==> src/rtl/regfile_sb.sv <==
// regfile_sb: parameterised register file with a pending-write scoreboard.
// It has DEPTH x DATA_W storage, NUM_READ combinational read ports and one clocked write port.
// Register 0 can be hardwired to zero (ZERO_REG=1).
// The scoreboard tracks registers that have an issued producer whose writeback has not
// arrived yet. Readers use it to detect RAW hazards (ReadReady) and the issuer uses it to
// detect WAW hazards (IssueBusy).
// Optional feature macro: REGFILE_BYPASS_EN. When it is defined, a same-cycle writeback is
// forwarded to any read port addressing the register being written.
module regfile_sb #(
  parameter int DATA_W   = 32,
  parameter int DEPTH    = 32,
  parameter int ADDR_W   = $clog2(DEPTH),
  parameter int NUM_READ = 2,
  parameter bit ZERO_REG = 1'b1
) (
  input  logic                         clock,
  input  logic                         reset_n,
  input  logic                         RegWrite,
  input  logic [ADDR_W-1:0]            WriteReg,
  input  logic [DATA_W-1:0]            WriteData,
  input  logic                         Issue,
  input  logic [ADDR_W-1:0]            IssueReg,
  input  logic [NUM_READ*ADDR_W-1:0]   ReadReg,
  output logic [NUM_READ*DATA_W-1:0]   ReadData,
  output logic [NUM_READ-1:0]          ReadReady,
  output logic                         IssueBusy
);

  // DEPTH widened by one bit, so that the range compare also works when DEPTH is a power of two.
  localparam logic [ADDR_W:0] DepthLimit = (ADDR_W+1)'(DEPTH);

  logic [DATA_W-1:0] regs [DEPTH];
  logic [DEPTH-1:0]  pending;

  logic writeOk;
  logic issueOk;

  // True when the index addresses a physical register.
  function automatic logic inRange(input logic [ADDR_W-1:0] idx);
    return ({1'b0, idx} < DepthLimit);
  endfunction

  // True when the index addresses a real register that can be written or marked pending.
  // A hardwired zero register is excluded.
  function automatic logic isWritable(input logic [ADDR_W-1:0] idx);
    return inRange(idx) && !(ZERO_REG && (idx == '0));
  endfunction

  assign writeOk = RegWrite && isWritable(WriteReg);
  assign issueOk = Issue && isWritable(IssueReg);

  // Register storage: cleared on reset; writebacks to legal indices update one entry.
  always_ff @(posedge clock or negedge reset_n) begin
    if (!reset_n) begin
      for (int r = 0; r < DEPTH; r++) begin
        regs[r] <= '0;
      end
    end else if (writeOk) begin
      regs[WriteReg] <= WriteData;
    end
  end

  // Scoreboard: a writeback clears a mark and an issue sets one.
  // The issue assignment comes second, so on a same-index collision the new producer wins.
  always_ff @(posedge clock or negedge reset_n) begin
    if (!reset_n) begin
      pending <= '0;
    end else begin
      if (writeOk) begin
        pending[WriteReg] <= 1'b0;
      end
      if (issueOk) begin
        pending[IssueReg] <= 1'b1;
      end
    end
  end

  // WAW indicator. Out-of-range indices and the zero register are never pending.
  always_comb begin
    IssueBusy = isWritable(IssueReg) && pending[IssueReg];
  end

  genvar p;
  generate
    for (p = 0; p < NUM_READ; p++) begin : gRead
      logic [ADDR_W-1:0] readIdx;
      assign readIdx = ReadReg[p*ADDR_W +: ADDR_W];

      // Combinational read port. Out-of-range and zero-register reads return 0 and are always ready.
      always_comb begin
        ReadData[p*DATA_W +: DATA_W] = '0;
        ReadReady[p]                 = 1'b1;
        if (isWritable(readIdx)) begin
          ReadData[p*DATA_W +: DATA_W] = regs[readIdx];
          ReadReady[p]                 = !pending[readIdx];
        end
`ifdef REGFILE_BYPASS_EN
        if (reset_n && writeOk && (WriteReg == readIdx)) begin
          ReadData[p*DATA_W +: DATA_W] = WriteData;
          ReadReady[p]                 = 1'b1;
        end
`endif
      end
    end
  endgenerate

endmodule

==> config.mk <==
export PLATFORM = sky130hd
export DESIGN_NAME = regfile_sb
export DESIGN_NICKNAME = d
export VERILOG_FILES = /design/src/rtl/regfile_sb.sv
export SDC_FILE = /design/constraint.sdc
export NUM_CORES = 2
export LEC_CHECK = 0
export CORE_MARGIN = 2
export CORE_UTILIZATION = 50
export DETAILED_ROUTE_END_ITERATION = 10
export PLACE_DENSITY = 0.63
export SLEW_MARGIN = 15
export SYNTH_ARGS = -nofsm -noshare
export SYNTH_HDL_FRONTEND = slang
export SYNTH_SLANG_ARGS = --single-unit
==> constraint.sdc <==
create_clock -name clock -period 6.5 [get_ports clock]
set_input_delay 0.975 -clock clock [delete_from_list [all_inputs] [get_ports clock]]
set_output_delay 0.975 -clock clock [all_outputs]
set_load 0.02 [all_outputs]
==> reports/qor.yml <==
dieArea_um2: 114000
clock-root-buffer: "clkbuf_16"
fin_crit_ns: 5.69
skew_ns: 0
yosys.area.top_type_share_pct: 47.3
final_common_cell: "dfrtp_1"
yosys_warnings: 0
grtUsageTotal_pct: 30.9
start_kind: "input port"
synth_cells: 3573
wl_per_cell_um: 34.8
cp.required_ns: 5.52
ys_ff_latch: 1056
synth.net_count: 3629
syn_area_um2: 55900
groute.layer.met3.usage_pct: 6.90
grt_overflow: 0
ant_nets: 0
netlist_top_cells_area: "dfrtp_1, mux4_2, mux2_2, mux2i_1, clkbuf_1"
setup_slack_ns: 0.815
ctsResizeCount: 0
hold_violations: 0
nNetsFinal: 3544
cap_violations: 0
cts_max_path_buffers: 3
p_per_area_nw_per_um2: 320
post_cts_buffers: 0
port_buffers: 122
grt_pass1_vias: 36946
finalCritPeriodShare_pct: 87.5
vias_per_cell: 6.88
clkSlewWorstSetupHoldPaths_ns: 0.06
rsz0062_at_grt: "false"
routed_wl_um: 176000
setup_viol: 0
cts_tree: "yes"
place_ws_ns: 0.916
finalMaxSlewViolations: 0
drt_iter0_drc: 3502
drc: 0
rows: 122
htreeDepth: 3
ioPinCount: 123
die_w_um: 338
ys_seq_area_share_pct: 47.3
cp-end-kind: "primary output"
antenna_found_initial: 7
area_growth_pct: 11.1
grtUsageMet1_pct: 42.4
synth_top_cell_by_area: "dfrtp_1"
p_leak_uw: 0.0265
synth.avg_cell_area_um2: 15.6
fp.dieH_um: 338
cp.arrival_ns: 4.71
cts.sinks: 1056
placed_area_um2: 58100
status: "finished clean"
drt_pre_antenna_iters: 5
fmax_ghz: 0.176
vias: 34855
slew-limit-headroom_pct: 12.2
initial_core_util_pct: 50.5
num-fill-cells: 8625
grt_use_met2_pct: 48.6
crit_fanout: 10
drive_gt1_share_pct: 53.6
numCtsBuffers: 115
postLayoutCellArea_um2: 62100
gp_congestion: 0.840
grt_pass1_wl_um: 260000
path_class: "input port to primary output"
worst_pin_slew_ns: 1.32
layout_common_cells: "dfrtp_1, mux2_2, mux4_2"
fin_util_pct: 56.1
grt_start_max_net_pins: 162
worstSkewPairLatency_ns: 0.68
dp_hpwl_um: 104000
synth_cell_types: 38
hold_class: "input port to asynchronous set/reset pin"
hold_buffers: 0
peakVddDrop_mv: 0.222
fin_tns_setup_ns: 0
core-area_um2: 111000
grt.busiest_layer: "met2"
## critical path: stages
cell             delay (ns)
clkdlybuf4s50_1        0.94
buf_4                  0.43
nand2_2                0.34
buf_4                  0.32
o22ai_1                0.10
a221oi_1               0.82
clkdlybuf4s50_1        0.77
## sequential cells by signal (all words and copies together), names as in the netlist
register / count
regs: 1024
pending: 32
## cells by family (layout without fill, tap and decap cells)
logic type             after synthesis  after routing  synth area share (%)
multiplexers                      1687           1687                  44.7
flip-flops                        1056           1056                  47.3
buffers and inverters              444            449                  3.62
AO/OA/AOI/OAI                      235            235                  3.10
AND/OR/NAND/NOR                    151            151                  1.27
other                                0              2                     0
## per-stage QoR
step | std cells | total power (µW) | hold WS (ns)
3_5_place_dp | 4858 | 13100 | 0.363
2_1_floorplan | 3573 | 11600 | 0.425
6_report | 5068 | 19900 | 0.352
3_3_place_gp | 4858 | 12900 | 0.360
5_1_grt | 5067 | 20600 | 0.385
4_1_cts | 5065 | 19900 | 0.370
## path summary, 6_finish.rpt
path | slack (ns) | cells after the start | startpoint | to
hold / removal | 0.35 | 1 | reset_n | regs[315]$_DFFE_PN0P_
setup / recovery | 0.81 | 7 | ReadReg[4] | ReadData[5]
setup reg to reg | 5.68 | 1 | regs[867]$_DFFE_PN0P_ | regs[867]$_DFFE_PN0P_
max in group asynchronous | 4.54 | 2 | reset_n | regs[970]$_DFFE_PN0P_
min in group clock | 0.37 | 0 | regs[993]$_DFFE_PN0P_ | regs[993]$_DFFE_PN0P_
hold reg to reg | 0.37 | 0 | regs[993]$_DFFE_PN0P_ | regs[993]$_DFFE_PN0P_
## cell type report
class	count	area, µm²	share of cell area [%]
diodes	2	5.00	0.00807
clock buffers	177	3450	5.56
clock inverters	30	439	0.708
inverters	22	82.6	0.133
multi-input cells	2073	27600	44.5
flip-flops and latches	1056	26400	42.6
well taps	1488	1860	3.00
repair buffers	220	2200	3.54
## where the power goes
| part | switching [µW] | internal [µW] | total [µW] | leakage [µW] |
|---|---|---|---|---|
| combinational | 1800 | 2510 | 4310 | 0.0110 |
| sequential | 948 | 7830 | 8780 | 0.0135 |
| clock | 2720 | 4050 | 6780 | 0.00192 |
| total | 5470 | 14400 | 19900 | 0.0265 |
## layer usage
metal	up-vias	share of wire [%]
li1	13734	-
met1	19269	41
met2	1455	47
met3	385	7.9
met4	12	3.8
met5	-	0.039
## synthesized netlist by cell type (all sizes together)
cell / count
dfrtp: 1056
mux2: 1045
mux4: 542
buf: 226
clkbuf: 196
mux2i: 100
nand2: 53
a211oi: 48
nor2: 45
o22ai: 38
o221ai: 34
a221oi: 32
o21ai: 29
a22oi: 27
inv: 22
nor2b: 13
a22o: 11
a21oi: 9
nand3: 8
nor3: 8
nand2b: 5
a32o: 4
and3: 3
and3b: 3
nand3b: 3
nand4b: 3
a32oi: 2
nor4b: 2
or2: 2
nand4: 1
nor3b: 1
o311ai: 1
or3: 1
Note: power is estimated with default switching activity, not from simulation.
